### config.mk
export PLATFORM = sky130hd
export DESIGN_NAME = haze_synthesis
export DESIGN_NICKNAME = d
export VERILOG_FILES = /design/src/rtl/haze_synthesis.sv
export SDC_FILE = /design/constraint.sdc
export NUM_CORES = 1
export LEC_CHECK = 0
export BUFFER_PORTS_ARGS = -buffer_cell sky130_fd_sc_hd__buf_2
export CAP_MARGIN = 10
export CORE_MARGIN = 2
export CORE_UTILIZATION = 57
export CTS_CLUSTER_DIAMETER = 80
export DETAILED_ROUTE_END_ITERATION = 10
export GPL_ROUTABILITY_DRIVEN = 1
export GPL_TIMING_DRIVEN = 0
export PLACE_DENSITY_LB_ADDON = 0.15
export SYNTH_ARGS = -nofsm -noshare
export SYNTH_HDL_FRONTEND = slang
export SYNTH_SLANG_ARGS = --single-unit
### constraint.sdc
create_clock -name clock -period 14.4 [get_ports clock]
set_clock_uncertainty 0.2 [all_clocks]
set_input_delay 1.44 -clock clock [delete_from_list [all_inputs] [get_ports clock]]
set_output_delay 1.44 -clock clock [all_outputs]
set_load 0.02 [all_outputs]
### src/rtl/haze_synthesis.sv
// rtl/haze_synthesis.sv - forward haze model I = (J*t + A*(256-t) + 128) >> 8, 3-stage valid/ready pipeline
//
// Ports:
//   clock, reset_n            single posedge clock, asynchronous active-low reset
//   in_valid/in_ready         input handshake; in_ready is the pipeline advance enable
//   in_sof                    first pixel of a frame; qualifies A_r/A_g/A_b
//   J_r/J_g/J_b, t            clean pixel and transmission (1/256 units)
//   A_r/A_g/A_b               atmospheric light, sampled only on an accepted sof beat
//   out_valid/out_ready       output handshake
//   out_sof/out_eof           frame markers travelling with the pixel
//   I_r/I_g/I_b               hazy pixel
//   frame_err                 sticky: sof arrived while a frame was still in progress
module haze_synthesis #(
    parameter int FRAME_PIXELS = 307200,
    parameter int CNT_W        = 19
) (
    input  logic       clock,
    input  logic       reset_n,
    input  logic       in_valid,
    output logic       in_ready,
    input  logic       in_sof,
    input  logic [7:0] J_r,
    input  logic [7:0] J_g,
    input  logic [7:0] J_b,
    input  logic [7:0] t,
    input  logic [7:0] A_r,
    input  logic [7:0] A_g,
    input  logic [7:0] A_b,
    output logic       out_valid,
    input  logic       out_ready,
    output logic       out_sof,
    output logic       out_eof,
    output logic [7:0] I_r,
    output logic [7:0] I_g,
    output logic [7:0] I_b,
    output logic       frame_err
);

    localparam logic [CNT_W-1:0] LAST_PIX = CNT_W'(FRAME_PIXELS - 1);

    logic                  adv;
    logic                  accept;
    logic [2:0][7:0]       j_in;
    logic [2:0][7:0]       a_in;
    logic [2:0][7:0]       a_lat;
    logic [2:0][7:0]       a_eff;

    logic [CNT_W-1:0]      cnt;
    logic [CNT_W-1:0]      beat_cnt;
    logic                  beat_eof;

    logic                  s1_valid, s1_sof, s1_eof;
    logic [2:0][7:0]       s1_j;
    logic [2:0][7:0]       s1_a;
    logic [7:0]            s1_t;

    logic                  s2_valid, s2_sof, s2_eof;
    logic [2:0][15:0]      s2_p;
    logic [2:0][16:0]      s2_q;

    logic [2:0][16:0]      s_sum;
    logic [2:0][8:0]       s_hi;
    logic [2:0][7:0]       i_next;
    logic [2:0][7:0]       i_out;

    // A single enable moves every stage together; a full output stage that
    // is not being taken freezes the whole pipe so nothing is lost.
    assign adv      = !out_valid || out_ready;
    assign in_ready = adv;
    assign accept   = in_valid && adv;

    assign j_in = {J_r, J_g, J_b};
    assign a_in = {A_r, A_g, A_b};

    assign I_r = i_out[2];
    assign I_g = i_out[1];
    assign I_b = i_out[0];

    // A sof beat uses its own A inputs and restarts the frame count at 0.
    always_comb begin
        a_eff    = in_sof ? a_in : a_lat;
        beat_cnt = in_sof ? '0 : cnt;
        beat_eof = (beat_cnt == LAST_PIX);
    end

    always_ff @(posedge clock or negedge reset_n) begin
        if (!reset_n) begin
            cnt       <= '0;
            a_lat     <= {3{8'hFF}};
            frame_err <= 1'b0;
        end else if (accept) begin
            cnt <= beat_eof ? '0 : beat_cnt + 1'b1;
            if (in_sof) begin
                a_lat <= a_in;
                if (cnt != '0) begin
                    frame_err <= 1'b1;
                end
            end
        end
    end

    // Final sum; the upper clamp cannot trigger for 8-bit operands but guards
    // against a 17-bit sum wrapping into a small value.
    always_comb begin
        for (int c = 0; c < 3; c++) begin
            s_sum[c]  = 17'(s2_p[c]) + s2_q[c] + 17'd128;
            s_hi[c]   = 9'(s_sum[c] >> 8);
            i_next[c] = s_hi[c][8] ? 8'hFF : s_hi[c][7:0];
        end
    end

    always_ff @(posedge clock or negedge reset_n) begin
        if (!reset_n) begin
            s1_valid  <= 1'b0;
            s1_sof    <= 1'b0;
            s1_eof    <= 1'b0;
            s1_j      <= '0;
            s1_a      <= '0;
            s1_t      <= '0;
            s2_valid  <= 1'b0;
            s2_sof    <= 1'b0;
            s2_eof    <= 1'b0;
            s2_p      <= '0;
            s2_q      <= '0;
            out_valid <= 1'b0;
            out_sof   <= 1'b0;
            out_eof   <= 1'b0;
            i_out     <= '0;
        end else if (adv) begin
            s1_valid <= accept;
            s1_sof   <= in_sof;
            s1_eof   <= beat_eof;
            s1_j     <= j_in;
            s1_a     <= a_eff;
            s1_t     <= t;

            s2_valid <= s1_valid;
            s2_sof   <= s1_sof;
            s2_eof   <= s1_eof;
            for (int c = 0; c < 3; c++) begin
                s2_p[c] <= 16'(s1_j[c]) * 16'(s1_t);
                s2_q[c] <= 17'(s1_a[c]) * (17'd256 - 17'(s1_t));
            end

            out_valid <= s2_valid;
            out_sof   <= s2_sof;
            out_eof   <= s2_eof;
            i_out     <= i_next;
        end
    end

endmodule

==> results of run 1 <==
[registers in the layout (all words and copies together), names as in the netlist, 8 cells and up]
register  cells
I_r           8
a_lat        24
I_b           8
s2_q         51
s1_a         24
s1_t          8
cnt          19
I_g           8
s1_j         24
s2_p         48
[worst min-delay path, cell delays in order, from the launching register on]
cell	delay [ns]
dfrtp_1	0.34
nand2_1	0.05
nand2_1	0.05
[metrics by stage]
step	util, %	instance area [um^2]	setup slack (ns)	cells
after floorplan	-	24800	8.85	2736
after global placement	60.4	25900	7.47	3409
after detailed placement	60.5	26000	7.44	3411
after CTS	63.0	27100	7.38	3467
after global routing	63.0	27100	6.98	3467
final	63.0	27100	7.26	3468
[area by class of cell]
type	instances	area share, %
Multi-Input combinational cell	2045	63.4
Sequential cell	232	21.6
Inverter	340	4.71
Clock buffer	39	3.12
Tap cell	585	2.70
Timing Repair Buffer	90	1.87
Buffer	119	1.85
Clock inverter	17	0.818
Antenna cell	1	0.00924
[synth_stat cells (29+ instances only)]
cell | count | area, um^2
dfrtp_1 | 208 | 5200
inv_1 | 339 | 1270
nor2_1 | 108 | 405
and2_1 | 245 | 1530
nor3_1 | 29 | 145
xor2_1 | 43 | 377
ha_1 | 311 | 3890
clkbuf_1 | 92 | 345
nand2_1 | 439 | 1650
o21ai_0 | 95 | 475
xnor2_1 | 39 | 342
fa_1 | 235 | 4700
nand3_1 | 44 | 220
a21oi_1 | 110 | 551
[how the worst max path moves through the flow]
stage	endpoint	startpoint	cells past startpoint	slack [ns]
global placement	s2_q[49]$_DFFE_PN0N_	s1_t[0]$_DFFE_PN0N_	22	7.47
global route	s2_q[49]$_DFFE_PN0N_	s1_t[0]$_DFFE_PN0N_	22	6.98
detailed placement	s2_q[49]$_DFFE_PN0N_	s1_t[0]$_DFFE_PN0N_	22	7.44
CTS	s2_q[49]$_DFFE_PN0N_	s1_t[0]$_DFFE_PN0N_	22	7.38
floorplan	s2_q[49]$_DFFE_PN0N_	s1_t[5]$_DFFE_PN0N_	21	8.85
finish	s2_q[49]$_DFFE_PN0N_	s1_t[0]$_DFFE_PN0N_	22	7.26
[cells by family (layout without fill, tap and decap cells)]
group | count (synthesis) | in the layout | share of synthesized area (%)
AO/OA/AOI/OAI | 381 | 381 | 9.94
XOR/XNOR | 83 | 83 | 2.96
adder cells (fa/ha/maj) | 546 | 546 | 34.7
buffers and inverters | 459 | 605 | 7.17
flip-flops | 232 | 232 | 23.6
multiplexers | 50 | 50 | 2.14
other | 0 | 1 | 0
AND/OR/NAND/NOR | 985 | 985 | 19.5
[routing by layer]
metal	GRT usage, %	routed length [um]	vias up
met1	39.4	27800	9674
met4	10.8	2660	2
met3	6.31	4720	134
met2	50.0	30300	542
li1	-	-	9134
met5	0	13	-
==> impl_metrics.toml, run 1 <==
[synth]
ys_warn_count = 0
synthCells = 2736
synth.distinct_cells = 88
ys_seq_elements = 232
synth_seq_area_share_pct = 23.6
synth_flop_cell = "dfrtp_1"
async_flop_share_pct = 100
synth_edf_count = 0
avgSynthCellArea_um2 = 9.05
synthesis.nets = 3343
syn-cell-area_um2 = 24800

[layout]
layout-drive-gt1-share_pct = 8.78
fin_nets = 3465
fill_cells = 3722
seq_area_um2 = 5840
final_common_cell = "nand2_1"
multi_input_area_um2 = 17200
final_cell_mix = "nand2_1, inv_1, ha_1"
area_delta_synth_final_pct = 9.31

[status]
status = "completed"

[clock_network]
cts_tree = "done"
cts.repair.resized = 0
cts.clk_slew.worst_paths_ns = 0.06
cts_setup_buffers = 0
clock_sinks = 232
htree_num_levels = 1
clkLatencyLatePin_ns = 0.59
cts_inserted_buffers = 30
cts.path.max_buffers = 3
cts_hold_buf = 0
clockRootBuffer = "clkbuf_16"

[route]
drtIter0Drc = 1306
drcViolationCount = 0
num_vias = 19500
wl_um = 65500
via_per_inst = 5.62
wl_per_cell_um = 18.9
postRouteAntennaNets = 0
dr.pass1.iters = 6

[grt]
grtUsageTotal_pct = 30.2
overflow = 0
grt_max_degree = 113
grt_pass1_wl_um = 105000
antenna_found_initial = 2
grt_pass1_vias = 20000

[place]
port_buffers = 88
dp_hpwl_um = 51800
globalplace.congestion = 0.917

[timing]
period_share_pct = 49.6
setup_tns_ns = 0
rsz0062_at_grt = "false"
post-route-min-period_ns = 7.14
fmax_mhz = 140
drv_slew = 0
tightest_slew_ns = 1.30
timing_hold_violations_final = 0
relSlewSlack_pct = 13.3
whs_ns = 0.266
final-setup-viol-count = 0

[floorplanning]
die_x_um = 212
pin_count = 90
rows = 76
core_region_area_um2 = 43000
die_y_um = 212
initial_utilization_pct = 57.6
die_area_um2 = 45100

[setup_path]
cp.required_ns = 14.64
reg2regPathDepth = 22
cp-end-kind = "register"
r2r_setup_slack_ns = 7.26
cpMostUsedCell = "inv_1"
start_kind = "register"
critPathTopFamily = "adder cells"
worstReg2RegStart = "s1_t[0]$_DFFE_PN0N_"
crit_type = "register to register"
crit_fanout = 10
cp_data_arrival_time_ns = 7.37
r2r_end = "s2_q[49]$_DFFE_PN0N_"
timing.critical_path.cells = "clkbuf_1, inv_1, ha_1, nand2_1, xor2_1, clkbuf_1, nand2_1, fa_1, inv_1, fa_1, ha_1, inv_1, fa_1, inv_1, ha_1, a21o_1, a31oi_1, a21oi_1, a211oi_1, a211oi_1, xnor2_1, a21oi_1"
worst_path_max_delay_cell = "xor2_1"
crit_buf_inv = 6
crit_path_max_incr_delay_ns = 0.68

[min_path]
holdPathStages = 2
hp-class = "register to register"
min_from = "out_sof$_DFFE_PN0N_"
holdPathEnd = "out_sof$_DFFE_PN0N_"

[flow_run]
drv_cap = 0
Power of run 1 is not shown: default switching activity piles up to over one toggle a cycle in this logic, so the estimate is an artifact.
==> run 2, diff against run 1 <==
clock period = 7.1 ns   (was 14.4 ns; I/O delays follow)
==> run 2 against run 1 <==
- critical path depth is 1 higher
- sequential cell count unchanged
- worst hold slack got worse by 0.16 ns
- die area unchanged
- global-route usage unchanged
- routed wire length is 0.14% lower
- via count shrank 0.24%
- non-clock buffer count unchanged
- cell area about the same
- register-to-register slack got worse by 7.0 ns
- critical endpoint unchanged
==> impl_metrics.toml, run 2 (same netlist as run 1, synthesis figures left out) <==
[timing]
final-setup-viol-count = 0
tightest_slew_ns = 1.28
drv_slew = 0
timing_hold_violations_final = 0
rsz0062_at_grt = "false"
worst_slack_ns = 0.314
period_share_pct = 95.6
fmax_mhz = 147
relSlewSlack_pct = 14.9
post-route-min-period_ns = 6.79
setup_tns_ns = 0

[setup_path]
crit_fanout = 10
timing.critical_path.cells = "clkbuf_2, inv_1, ha_1, inv_1, nor2_1, xnor2_1, buf_2, nand2_1, fa_1, inv_1, fa_1, inv_1, fa_1, fa_1, inv_1, ha_1, and2_1, a31oi_1, a21oi_1, a211oi_1, a211oi_1, xnor2_1, a21oi_1"
cp_data_arrival_time_ns = 7.02
crit_type = "register to register"
start_kind = "register"
startpoint = "s1_t[0]$_DFFE_PN0N_"
crit_buf_inv = 7
cp.required_ns = 7.34
worstReg2RegStart = "s1_t[0]$_DFFE_PN0N_"
critPathTopFamily = "adder cells"
crit_path_max_incr_delay_ns = 0.53
worst_path_max_delay_cell = "xnor2_1"
cpMostUsedCell = "inv_1"
r2r_setup_slack_ns = 0.31
cp-end-kind = "register"

[clock_network]
cts.path.max_buffers = 3
cts.clk_slew.worst_paths_ns = 0.06
cts_setup_buffers = 0
clkLatencyLatePin_ns = 0.60
htree_num_levels = 1
clockRootBuffer = "clkbuf_16"
cts_tree = "done"
clock_sinks = 232
cts_inserted_buffers = 30

[floorplanning]
die_x_um = 212
rows = 76
die_y_um = 212
die_area_um2 = 45100
initial_utilization_pct = 57.6
core_region_area_um2 = 43000
pin_count = 90

[grt]
grt_max_degree = 113
grtUsageTotal_pct = 30.2
antenna_found_initial = 2
grt_pass1_vias = 20000
grt_pass1_wl_um = 105000
overflow = 0

[status]
status = "completed"

[layout]
top_regs = "s2_q x51, s2_p x48"
fin_nets = 3465
final_common_cell = "nand2_1"
final_cell_mix = "nand2_1, inv_1, ha_1"
largest_reg_flops = 51
utilization_pct = 63.1
layout-drive-gt1-share_pct = 8.88
largest-register = "s2_q"
stdcell_area_um2 = 27100
area_delta_synth_final_pct = 9.40

[flow_run]
drv_cap = 0

[place]
dp_hpwl_um = 51800
placed_area_um2 = 26000
globalplace.congestion = 0.917
port_buffers = 88
pre_cts_ws_ns = 0.136

[route]
via_per_inst = 5.61
drtIter0Drc = 1254
dr.pass1.iters = 5
num_vias = 19400
drcViolationCount = 0
wl_um = 65400
wl_per_cell_um = 18.9
postRouteAntennaNets = 0

[min_path]
hp-class = "input port to register"
min_from = "t[5]"
run 2: cell count changes in the layout (fill, tap and decap cells not counted), sizes merged:
cell	delta
clkbuf	-1
dlygate4sd3	+1
run 2: path summary, 6_finish.rpt:
| check | endpoint | cells past startpoint |
|---|---|---|
| max in group asynchronous | a_lat[6]$_DFFE_PN1P_ | 4 |
| worst max register to register | s2_q[49]$_DFFE_PN0N_ | 23 |
| min in group asynchronous | s1_t[3]$_DFFE_PN0N_ | 2 |
| worst min register to register | out_sof$_DFFE_PN0N_ | 2 |
| worst max-delay path | s2_q[49]$_DFFE_PN0N_ | 23 |
| worst min-delay path | s1_t[5]$_DFFE_PN0N_ | 3 |
run 2: cell type report:
cell class	instances	area (um^2)
tap	585	732
multi-input combinational	2045	17200
clock inverter	17	221
fill	3715	15900
antenna	1	2.50
timing repair buffer	91	515
inverter	340	1280
clock buffer	39	845
buffer	118	498
sequential	232	5840
run 2: layer usage:
layer  vias up  track usage (%)  wire length (um)
met2       550             50.0             30300
met5         -                0                10
li1       9127                -                 -
met3       137             6.29              4750
met4         2             10.8              2670
met1      9623             39.4             27700
run 2: timing repair:
item	in CTS	in global routing
endpoints found under the setup margin	0	14
resized for setup	0	4
hold endpoints to repair	29	0
hold buffers	1	0
run 2: through the flow:
| step | std cells | hold WS (ns) |
|---|---|---|
| 3_5_place_dp | 3411 | 0.254 |
| 4_1_cts | 3468 | 0.0959 |
| 3_3_place_gp | 3409 | 0.243 |
| 6_report | 3468 | 0.110 |
| 2_1_floorplan | 2736 | 0.214 |
| 5_1_grt | 3467 | 0.106 |
run 2: worst reg2reg max path, cell delays in order, from the launching register on:
cell      delay (ns)
dfrtp_1         0.48
clkbuf_2        0.39
inv_1           0.11
ha_1            0.25
inv_1           0.12
nor2_1          0.07
xnor2_1         0.53
buf_2           0.39
nand2_1         0.12
fa_1            0.54
inv_1           0.05
fa_1            0.50
inv_1           0.06
fa_1            0.50
fa_1            0.49
inv_1           0.04
ha_1            0.32
and2_1          0.16
a31oi_1         0.27
a21oi_1         0.15
a211oi_1        0.34
a211oi_1        0.15
xnor2_1         0.28
a21oi_1         0.12
Power of run 2 is left out for the same reason.
